==> src/rtl/ip_pkt_pkg.sv <==
`default_nettype none
// ----------------------------------------------------------------------------
// ip_pkt_pkg : Ethernet/IPv4/UDP framing constants and TX state type | rev 1.0
// ----------------------------------------------------------------------------
package ip_pkt_pkg;

  localparam int ETH_HDR_BYTES       = 14;
  localparam int IP_HDR_BYTES        = 20;
  localparam int UDP_HDR_BYTES       = 8;
  localparam int ETH_MIN_FRAME_BYTES = 60;
  localparam int IP_HDR_WORDS        = IP_HDR_BYTES / 2;

  localparam logic [15:0] ETHERTYPE_IPV4 = 16'h0800;
  localparam logic [7:0]  IP_PROTO_UDP   = 8'h11;
  localparam logic [7:0]  IP_TTL_DEFAULT = 8'h40;
  localparam logic [7:0]  IP_VER_IHL     = 8'h45;
  localparam logic [15:0] IP_FLAGS_DF    = 16'h4000;

  typedef enum logic [2:0] {
    ST_IDLE      = 3'd0,
    ST_CSUM      = 3'd1,
    ST_SEND_ETH  = 3'd2,
    ST_SEND_IP   = 3'd3,
    ST_SEND_UDP  = 3'd4,
    ST_SEND_DATA = 3'd5,
    ST_SEND_PAD  = 3'd6
  } tx_state_t;

  // Bytes on the wire before the FCS, including zero padding to the minimum.
  function automatic int frame_bytes(input int payload_bytes);
    int raw;
    raw = ETH_HDR_BYTES + IP_HDR_BYTES + UDP_HDR_BYTES + payload_bytes;
    return (raw < ETH_MIN_FRAME_BYTES) ? ETH_MIN_FRAME_BYTES : raw;
  endfunction

endpackage
`default_nettype wire

==> src/rtl/counter_sync_reset.sv <==
`default_nettype none
// ----------------------------------------------------------------------------
// counter_sync_reset : up counter with synchronous reset and clear | rev 1.0
// ----------------------------------------------------------------------------
module counter_sync_reset #(
  parameter int WIDTH = 16
) (
  input  logic             clk,
  input  logic             rst,
  input  logic             clear,
  input  logic             enable,
  output logic [WIDTH-1:0] count
);

  always_ff @(posedge clk) begin
    if (rst || clear) begin
      count <= '0;
    end else if (enable) begin
      count <= count + WIDTH'(1);
    end
  end

endmodule
`default_nettype wire

==> src/rtl/ip_checksum_serial.sv <==
`default_nettype none
// ----------------------------------------------------------------------------
// ip_checksum_serial : word-serial IPv4 ones-complement checksum | rev 1.0
// ----------------------------------------------------------------------------
module ip_checksum_serial (
  input  logic        clk,
  input  logic        rst,
  input  logic        clear,
  input  logic        word_valid,
  input  logic [15:0] word,
  output logic [15:0] csum
);

  logic [19:0] acc;
  logic [16:0] fold1;
  logic [15:0] fold2;

  always_ff @(posedge clk) begin
    if (rst || clear) begin
      acc <= '0;
    end else if (word_valid) begin
      acc <= acc + {4'd0, word};
    end
  end

  // Twenty bits hold ten full-scale words; two folds always leave no carry.
  always_comb begin
    fold1 = {1'b0, acc[15:0]} + {13'd0, acc[19:16]};
    fold2 = fold1[15:0] + {15'd0, fold1[16]};
    csum  = ~fold2;
  end

endmodule
`default_nettype wire

==> src/rtl/ip_packet_tx.sv <==
`default_nettype none
// ----------------------------------------------------------------------------
// ip_packet_tx : builds and streams one Ethernet/IPv4/UDP frame per start | rev 1.0
// ----------------------------------------------------------------------------
module ip_packet_tx
  import ip_pkt_pkg::*;
#(
  parameter int USER_DATA_BYTES = 2,
  parameter int COUNTER_WIDTH   = 16
) (
  input  logic                         ACLK,
  input  logic                         ARESET,
  input  logic [31:0]                  ACCELERATOR_IP_ADDRESS,
  input  logic [47:0]                  ACCELERATOR_MAC_ADDRESS,
  input  logic [15:0]                  ACCELERATOR_UDP_PORT,
  input  logic [31:0]                  DST_IP_ADDRESS,
  input  logic [47:0]                  DST_MAC_ADDRESS,
  input  logic [15:0]                  DST_UDP_PORT,
  input  logic [USER_DATA_BYTES*8-1:0] PAYLOAD,
  input  logic                         TX_START,
  output logic                         TX_BUSY,
  output logic                         TX_DONE,
  output logic [7:0]                   MAC_DATA_IN,
  output logic                         MAC_DATA_VALID,
  input  logic                         MAC_DATA_READY,
  output logic                         MAC_DATA_LAST
);

  localparam int HDR_BYTES    = ETH_HDR_BYTES + IP_HDR_BYTES + UDP_HDR_BYTES;
  localparam int FRAME_BYTES  = frame_bytes(USER_DATA_BYTES);
  localparam int HDR_BITS     = HDR_BYTES * 8;
  localparam int PAYLOAD_BITS = USER_DATA_BYTES * 8;
  localparam int IPW_BITS     = IP_HDR_WORDS * 16;

  typedef logic [COUNTER_WIDTH-1:0] cnt_t;
  localparam cnt_t CSUM_DONE = cnt_t'(IP_HDR_WORDS);
  localparam cnt_t ETH_END   = cnt_t'(ETH_HDR_BYTES);
  localparam cnt_t IP_END    = cnt_t'(ETH_HDR_BYTES + IP_HDR_BYTES);
  localparam cnt_t UDP_END   = cnt_t'(HDR_BYTES);
  localparam cnt_t DATA_END  = cnt_t'(HDR_BYTES + USER_DATA_BYTES);
  localparam cnt_t LAST_IDX  = cnt_t'(FRAME_BYTES - 1);

  localparam logic [15:0] IP_TOTAL_LEN = 16'(IP_HDR_BYTES + UDP_HDR_BYTES + USER_DATA_BYTES);
  localparam logic [15:0] UDP_LEN      = 16'(UDP_HDR_BYTES + USER_DATA_BYTES);

  tx_state_t                 state;
  logic [47:0]               dst_mac_q, src_mac_q;
  logic [31:0]               dst_ip_q, src_ip_q;
  logic [15:0]               dst_port_q, src_port_q;
  logic [PAYLOAD_BITS-1:0]   payload_q;
  logic [15:0]               id_cnt;
  logic [15:0]               csum_q;

  cnt_t                      cnt;
  cnt_t                      byte_sel;
  logic                      cnt_clear, cnt_en, handshake;
  logic                      ck_clear, ck_valid;
  logic [15:0]               ck_word, ck_out;
  logic [HDR_BITS-1:0]       hdr, hdr_shift;
  logic [PAYLOAD_BITS-1:0]   pay_shift;
  logic [IPW_BITS-1:0]       ip_words, ipw_shift;
  logic [7:0]                next_byte;
  tx_state_t                 next_state;

  assign hdr = {dst_mac_q, src_mac_q, ETHERTYPE_IPV4,
                IP_VER_IHL, 8'h00, IP_TOTAL_LEN, id_cnt, IP_FLAGS_DF,
                IP_TTL_DEFAULT, IP_PROTO_UDP, csum_q, src_ip_q, dst_ip_q,
                src_port_q, dst_port_q, UDP_LEN, 16'h0000};

  // Checksum input is the IPv4 header with its checksum field zeroed.
  assign ip_words = {IP_VER_IHL, 8'h00, IP_TOTAL_LEN, id_cnt, IP_FLAGS_DF,
                     IP_TTL_DEFAULT, IP_PROTO_UDP, 16'h0000, src_ip_q, dst_ip_q};

  assign handshake = MAC_DATA_VALID & MAC_DATA_READY;
  assign cnt_clear = (state == ST_IDLE) || ((state == ST_CSUM) && (cnt == CSUM_DONE));
  assign cnt_en    = (state == ST_CSUM) || handshake;
  assign ck_clear  = (state == ST_IDLE);
  assign ck_valid  = (state == ST_CSUM) && (cnt < CSUM_DONE);
  assign ipw_shift = ip_words << {cnt, 4'b0000};
  assign ck_word   = ipw_shift[IPW_BITS-1 -: 16];

  // The output register is always loaded with the byte after the one on the bus.
  assign byte_sel  = (state == ST_CSUM) ? '0 : cnt + cnt_t'(1);

  always_comb begin
    hdr_shift  = hdr << {byte_sel, 3'b000};
    pay_shift  = payload_q << {byte_sel - UDP_END, 3'b000};
    next_byte  = 8'h00;
    next_state = ST_SEND_PAD;
    if (byte_sel < ETH_END) begin
      next_state = ST_SEND_ETH;
      next_byte  = hdr_shift[HDR_BITS-1 -: 8];
    end else if (byte_sel < IP_END) begin
      next_state = ST_SEND_IP;
      next_byte  = hdr_shift[HDR_BITS-1 -: 8];
    end else if (byte_sel < UDP_END) begin
      next_state = ST_SEND_UDP;
      next_byte  = hdr_shift[HDR_BITS-1 -: 8];
    end else if (byte_sel < DATA_END) begin
      next_state = ST_SEND_DATA;
      next_byte  = pay_shift[PAYLOAD_BITS-1 -: 8];
    end
  end

  counter_sync_reset #(
    .WIDTH  (COUNTER_WIDTH)
  ) u_byte_cnt (
    .clk    (ACLK),
    .rst    (ARESET),
    .clear  (cnt_clear),
    .enable (cnt_en),
    .count  (cnt)
  );

  ip_checksum_serial u_csum (
    .clk        (ACLK),
    .rst        (ARESET),
    .clear      (ck_clear),
    .word_valid (ck_valid),
    .word       (ck_word),
    .csum       (ck_out)
  );

  always_ff @(posedge ACLK) begin
    if (ARESET) begin
      state          <= ST_IDLE;
      TX_BUSY        <= 1'b0;
      TX_DONE        <= 1'b0;
      MAC_DATA_IN    <= 8'h00;
      MAC_DATA_VALID <= 1'b0;
      MAC_DATA_LAST  <= 1'b0;
      id_cnt         <= 16'h0000;
      csum_q         <= 16'h0000;
      dst_mac_q      <= '0;
      src_mac_q      <= '0;
      dst_ip_q       <= '0;
      src_ip_q       <= '0;
      dst_port_q     <= '0;
      src_port_q     <= '0;
      payload_q      <= '0;
    end else begin
      TX_DONE <= 1'b0;
      case (state)
        ST_IDLE: begin
          if (TX_START) begin
            dst_mac_q  <= DST_MAC_ADDRESS;
            src_mac_q  <= ACCELERATOR_MAC_ADDRESS;
            dst_ip_q   <= DST_IP_ADDRESS;
            src_ip_q   <= ACCELERATOR_IP_ADDRESS;
            dst_port_q <= DST_UDP_PORT;
            src_port_q <= ACCELERATOR_UDP_PORT;
            payload_q  <= PAYLOAD;
            TX_BUSY    <= 1'b1;
            state      <= ST_CSUM;
          end
        end
        ST_CSUM: begin
          if (cnt == CSUM_DONE) begin
            csum_q         <= ck_out;
            MAC_DATA_IN    <= next_byte;
            MAC_DATA_VALID <= 1'b1;
            MAC_DATA_LAST  <= 1'b0;
            state          <= next_state;
          end
        end
        default: begin
          if (handshake) begin
            if (cnt == LAST_IDX) begin
              MAC_DATA_IN    <= 8'h00;
              MAC_DATA_VALID <= 1'b0;
              MAC_DATA_LAST  <= 1'b0;
              TX_BUSY        <= 1'b0;
              TX_DONE        <= 1'b1;
              id_cnt         <= id_cnt + 16'd1;
              state          <= ST_IDLE;
            end else begin
              MAC_DATA_IN    <= next_byte;
              MAC_DATA_LAST  <= (byte_sel == LAST_IDX);
              state          <= next_state;
            end
          end
        end
      endcase
    end
  end

endmodule
`default_nettype wire

==> config.mk <==
export PLATFORM = sky130hd
export DESIGN_NAME = ip_packet_tx
export DESIGN_NICKNAME = d
export VERILOG_FILES = /design/src/rtl/ip_pkt_pkg.sv /design/src/rtl/counter_sync_reset.sv /design/src/rtl/ip_checksum_serial.sv /design/src/rtl/ip_packet_tx.sv
export SDC_FILE = /design/constraint.sdc
export NUM_CORES = 1
export LEC_CHECK = 0
export CAP_MARGIN = 10
export CORE_MARGIN = 2
export CORE_UTILIZATION = 60
export DETAILED_ROUTE_END_ITERATION = 10
export PLACE_DENSITY = 0.86
export SLEW_MARGIN = 30
export SYNTH_ARGS = -nofsm -noshare
export SYNTH_HDL_FRONTEND = slang
export SYNTH_HIERARCHICAL = 1
export SYNTH_SLANG_ARGS = --single-unit
==> constraint.sdc <==
create_clock -name ACLK -period 8.7 [get_ports ACLK]
set_input_delay 2.61 -clock ACLK [delete_from_list [all_inputs] [get_ports ACLK]]
set_output_delay 2.61 -clock ACLK [all_outputs]
set_load 0.03 [all_outputs]
# Word level (Yosys, flattened, before mapping)
# Index checks and enable logic that the tools add are counted.
# word_totals
output_inout_bits	12
n_memories	0
ram_bits	0
latchBits	0
register_bits	291
input_bits	212
rom_bits	0
# classes
reduce_logical	21
eq_ne	6
order_cmp	5
n_addsub	6
multipliers	0
div_mod_pow	0
bitwise	6
n_mux	29
n_shift	3
# op_table
op	n
$shl 336x19->336	1
$shl 159x20->160	1
$mux 8	7
$lt 16x6->1 const B	3
$add 16x1->16 const B	2
$eq 16x6->1 const B	2
$lt 16x4->1 const B	2
$add 20x16->20	1
$shl 16x19->16	1
$mux 3	6
$add 16x4->17	1
$add 16x1->16	1
$eq 16x4->1 const B	1
$mux 16	1
$not 16->16	1
$pmux 8 s2	1
$sub 16x6->16 const B	1
$reduce_and 3->1	3
$mux 1	8
$reduce_and 4->1	2
$reduce_bool 2->1	4
$pmux 1 s2	3
$pmux 3 s2	1
$logic_or 1x1->1	4
other kinds (11)	18

# Depth between registers and ports, before layout
# depth
ltp_word	11
mapped_depth	18
mapped_depth_nobuf	15

# By module
# The synthesis kept the hierarchy.
# by_module_without_submodules
module	n_inst	cells_per_inst	area_each_um2	seq_area_each_um2
ip_packet_tx	1	1833	12899.9	5104.9
ip_checksum_serial	1	293	2235.9	400.4
counter_sync_reset	1	81	716.9	320.3

# Worst setup path before layout
# No wires, ideal clock.
# synth_path
path_type	reg2reg
from	register u_byte_cnt.count[0]
to	register u_csum.acc[16]
stages_incl_launch_ff	17
t_arrival_ns	4.157
path_buffers	4
period_less_slack_ns	4.273
setup_slack_ns	4.427
cell_sequence	dfxtp_1 > buf_2 > buf_1 > buf_1 > clkbuf_1 > mux2i_1 > nor2_1 > a21oi_1 > nor2_1 > ha_1 > fa_1 > a21o_1 > a211oi_2 > o21ai_2 > a2111oi_4 > o31ai_1 > a31o_2
# synth_via
elab_chain_len	2
# synth_lines
element	line_no	text
from (decl)	counter_sync_reset.sv:12	output logic [WIDTH-1:0] count
from (signal assigned)	counter_sync_reset.sv:19	count <= count + WIDTH'(1);
$shl 159x20->160	ip_packet_tx.sv:79	assign ipw_shift = ip_words << {cnt, 4'b0000};
via ipw_shift[144]	ip_packet_tx.sv:61	logic [IPW_BITS-1:0] ip_words, ipw_shift;
$add 20x16->20	ip_checksum_serial.sv:22	acc <= acc + {4'd0, word};
to (signal assigned)	ip_checksum_serial.sv:22	
to (decl)	ip_checksum_serial.sv:14	logic [19:0] acc;
# The timed path passes the listed nets, and every way through them passes these cells.
# A chain may end at the register's enable or synchronous reset.

# Worst setup path after layout
# layout_path
from	register u_byte_cnt.count[11]
to	register u_csum.acc[17]
# Same word-level chain as after synthesis.

==> run metrics <==
CTS sink count=291; worst hold-check path type=reg -> reg; Worst-Margin Slew=1.09 ns; routability cong.=0.965; via count=16809; Synth top cells by count=nand2_1, a21oi_1, dfxtp_1, clkbuf_1, nor2_1; status=complete, no violations; final setup TNS=0 ns; max-cap violations=0; CP Data Arrival Time=5.72 ns; filler cell count=1998; Placed Cells=2626; root buffer cell=clkbuf_16; sequential area share after synthesis=36.7%; critical path capture point type=flop; WL/cell=19.4 um; Setup crit start kind=flop; hpwl dp=35.7 mm; Slew Viols, Final=0; cell area power density=175 mW/mm^2; area added between synthesis and finish=21.6%; full die area=0.0277 mm^2; Worst Path Max Fanout=15; Final Non-Filler Cells=2689; clock-pin slew on the worst setup and hold paths=0.06 ns; hold_buf cts=0; initial antenna violation count=5; core region area=0.0260 mm^2; minimum clock period after layout=5.20 ns; area leader, netlist=dfxtp_1; Main synth FF type=dfxtp_1; Fmax=192 MHz; layout cell share with drive strength beyond 1=5.53%; CP Class=reg -> reg; final wirelength=52.1 mm; Worst Skew=0.0235 ns; I/O pins=224; post-CTS setup buffer count=0; Final period util=59.8%; CTS Buffer Depth=3; drt drc=0; Final WS setup=3.50 ns; Inserted Clock Buffers=31; Initial DRT Pass Iterations=8; Synth area leaders=dfxtp_1, nand2_1, a21oi_1, clkbuf_1, nor2_1; worst endpoint required time=9.22 ns; die extent in x=167 um; port bufs=223; setup slack at placement=3.71 ns; Total Nets Final=2566; die height=167 um; top-count cell post-synth=nand2_1; fin area=0.0193 mm^2; worst rel slew slack=26.9%; RSZ-0062 raised after global routing=no; Leakage Power=6.93 nW; post-synthesis cell area=0.0159 mm^2; total chip power=3.37 mW; vias in the first global route=15523; Yosys top cell area share=36.7%; largest net degree at the start of global routing=142; First DRT Iteration DRCs=2392; Syn Nets=2448; worst vdd ir=153 uV; TritonCTS clock tree=yes; GR Util All Layers=35.8%; fin util=74.2%; first-pass GRT wire length=81.5 mm; placed inst area=0.0181 mm^2; Synth Area per Inst=7.18 um^2; post-synthesis async set-or-reset flop share=0%; starting density of the core=61.0%; H-Tree Depth=1; FP Rows=59; final setup fails=0; Hold Fails Final Rpt=0; remaining global-route overflow=0; worst skew pair latency=0.58 ns; post-CTS sizing=0; Gate Count Post-Synth=2207; synth unique cells=88; Seq cells post-synth=291; Synthesis Warnings=6; number of routed nets with antenna violations=0; WHS=0.452 ns; number of synthesized flops with an enable pin=0; via/cell ratio=6.25
[final cells by class]
type	count	area, um^2	share of cell area, %
well taps	335	419	2.18
flip-flops and latches	291	5830	30.2
repair buffers	242	2410	12.5
inverters	24	90.1	0.467
diodes	4	10.0	0.0519
clock buffers	36	825	4.28
multi-input cells	1735	9340	48.5
clock inverters	22	342	1.77
[state kept, by name, summed over array words and instances (netlist names)]
name              cells
TX_DONE               1
src_port_q           16
MAC_DATA_IN           8
src_mac_q            48
dst_mac_q            48
TX_BUSY               1
u_csum/acc           20
MAC_DATA_LAST         1
state                 3
dst_ip_q             32
MAC_DATA_VALID        1
payload_q            16
id_cnt               16
src_ip_q             32
csum_q               16
dst_port_q           16
u_byte_cnt/count     16
[worst paths after layout]
kind                                      startpoint             end  slack (ns)  cells past startpoint
worst min register to register             csum_q[7]       csum_q[7]        0.45                      2
worst max register to register  u_byte_cnt/count[11]  u_csum/acc[17]        3.50                     13
worst max-delay path            u_byte_cnt/count[11]  u_csum/acc[17]        3.50                     13
worst min-delay path                       csum_q[7]       csum_q[7]        0.45                      2
[per-layer routing]
metal	global-route usage, %	part of all wire (%)	vias up
met1	49.2	41	7833
met2	56.2	44	978
met3	5.77	10	164
met4	14.6	4.4	2
li1	-	-	7832
met5	0	0.021	-
[cells in the final DEF, fill, tap and decap left out, types with 28 or more instances in the layout]
cell	count
dfxtp_1	290
mux2i_1	43
clkdlybuf4s50_1	222
nand3_1	80
o21ai_0	56
nor2_1	126
nor3_1	32
and3_1	28
a21oi_1	314
xnor2_1	33
clkbuf_16	31
nand2_1	684
[where the power goes]
| group | internal (mW) | leakage, nW | switching, mW |
|---|---|---|---|
| Combinational | 0.179 | 3.99 | 0.247 |
| Clock | 0.920 | 0.562 | 0.579 |
| Sequential | 1.40 | 2.38 | 0.0463 |
[cells by family (layout without fill, tap and decap cells)]
group	count (synthesis)	after routing	share of synthesized area, %
simple gates	1065	1065	28.9
compound gates	522	522	19.6
flops	291	291	36.7
buf+inv	181	324	4.56
xor+xnor	60	60	3.31
mux	59	59	4.51
fa+ha+maj	29	29	2.38
other cells	0	4	0
[critical path: stages, from the launching register on]
cell and delay, ns:
dfxtp_1 0.39, nor4_1 0.48, nand4b_1 0.66, or4b_2 1.05, o22a_1 0.26, nor2_1 0.22, ha_1 0.28, a21o_1 0.19
a21oi_1 0.28, o21ai_1 0.16, a41oi_1 0.50, o31ai_1 0.28, a211oi_1 0.28, a31o_2 0.13
Power figures use the tool's default switching activity.
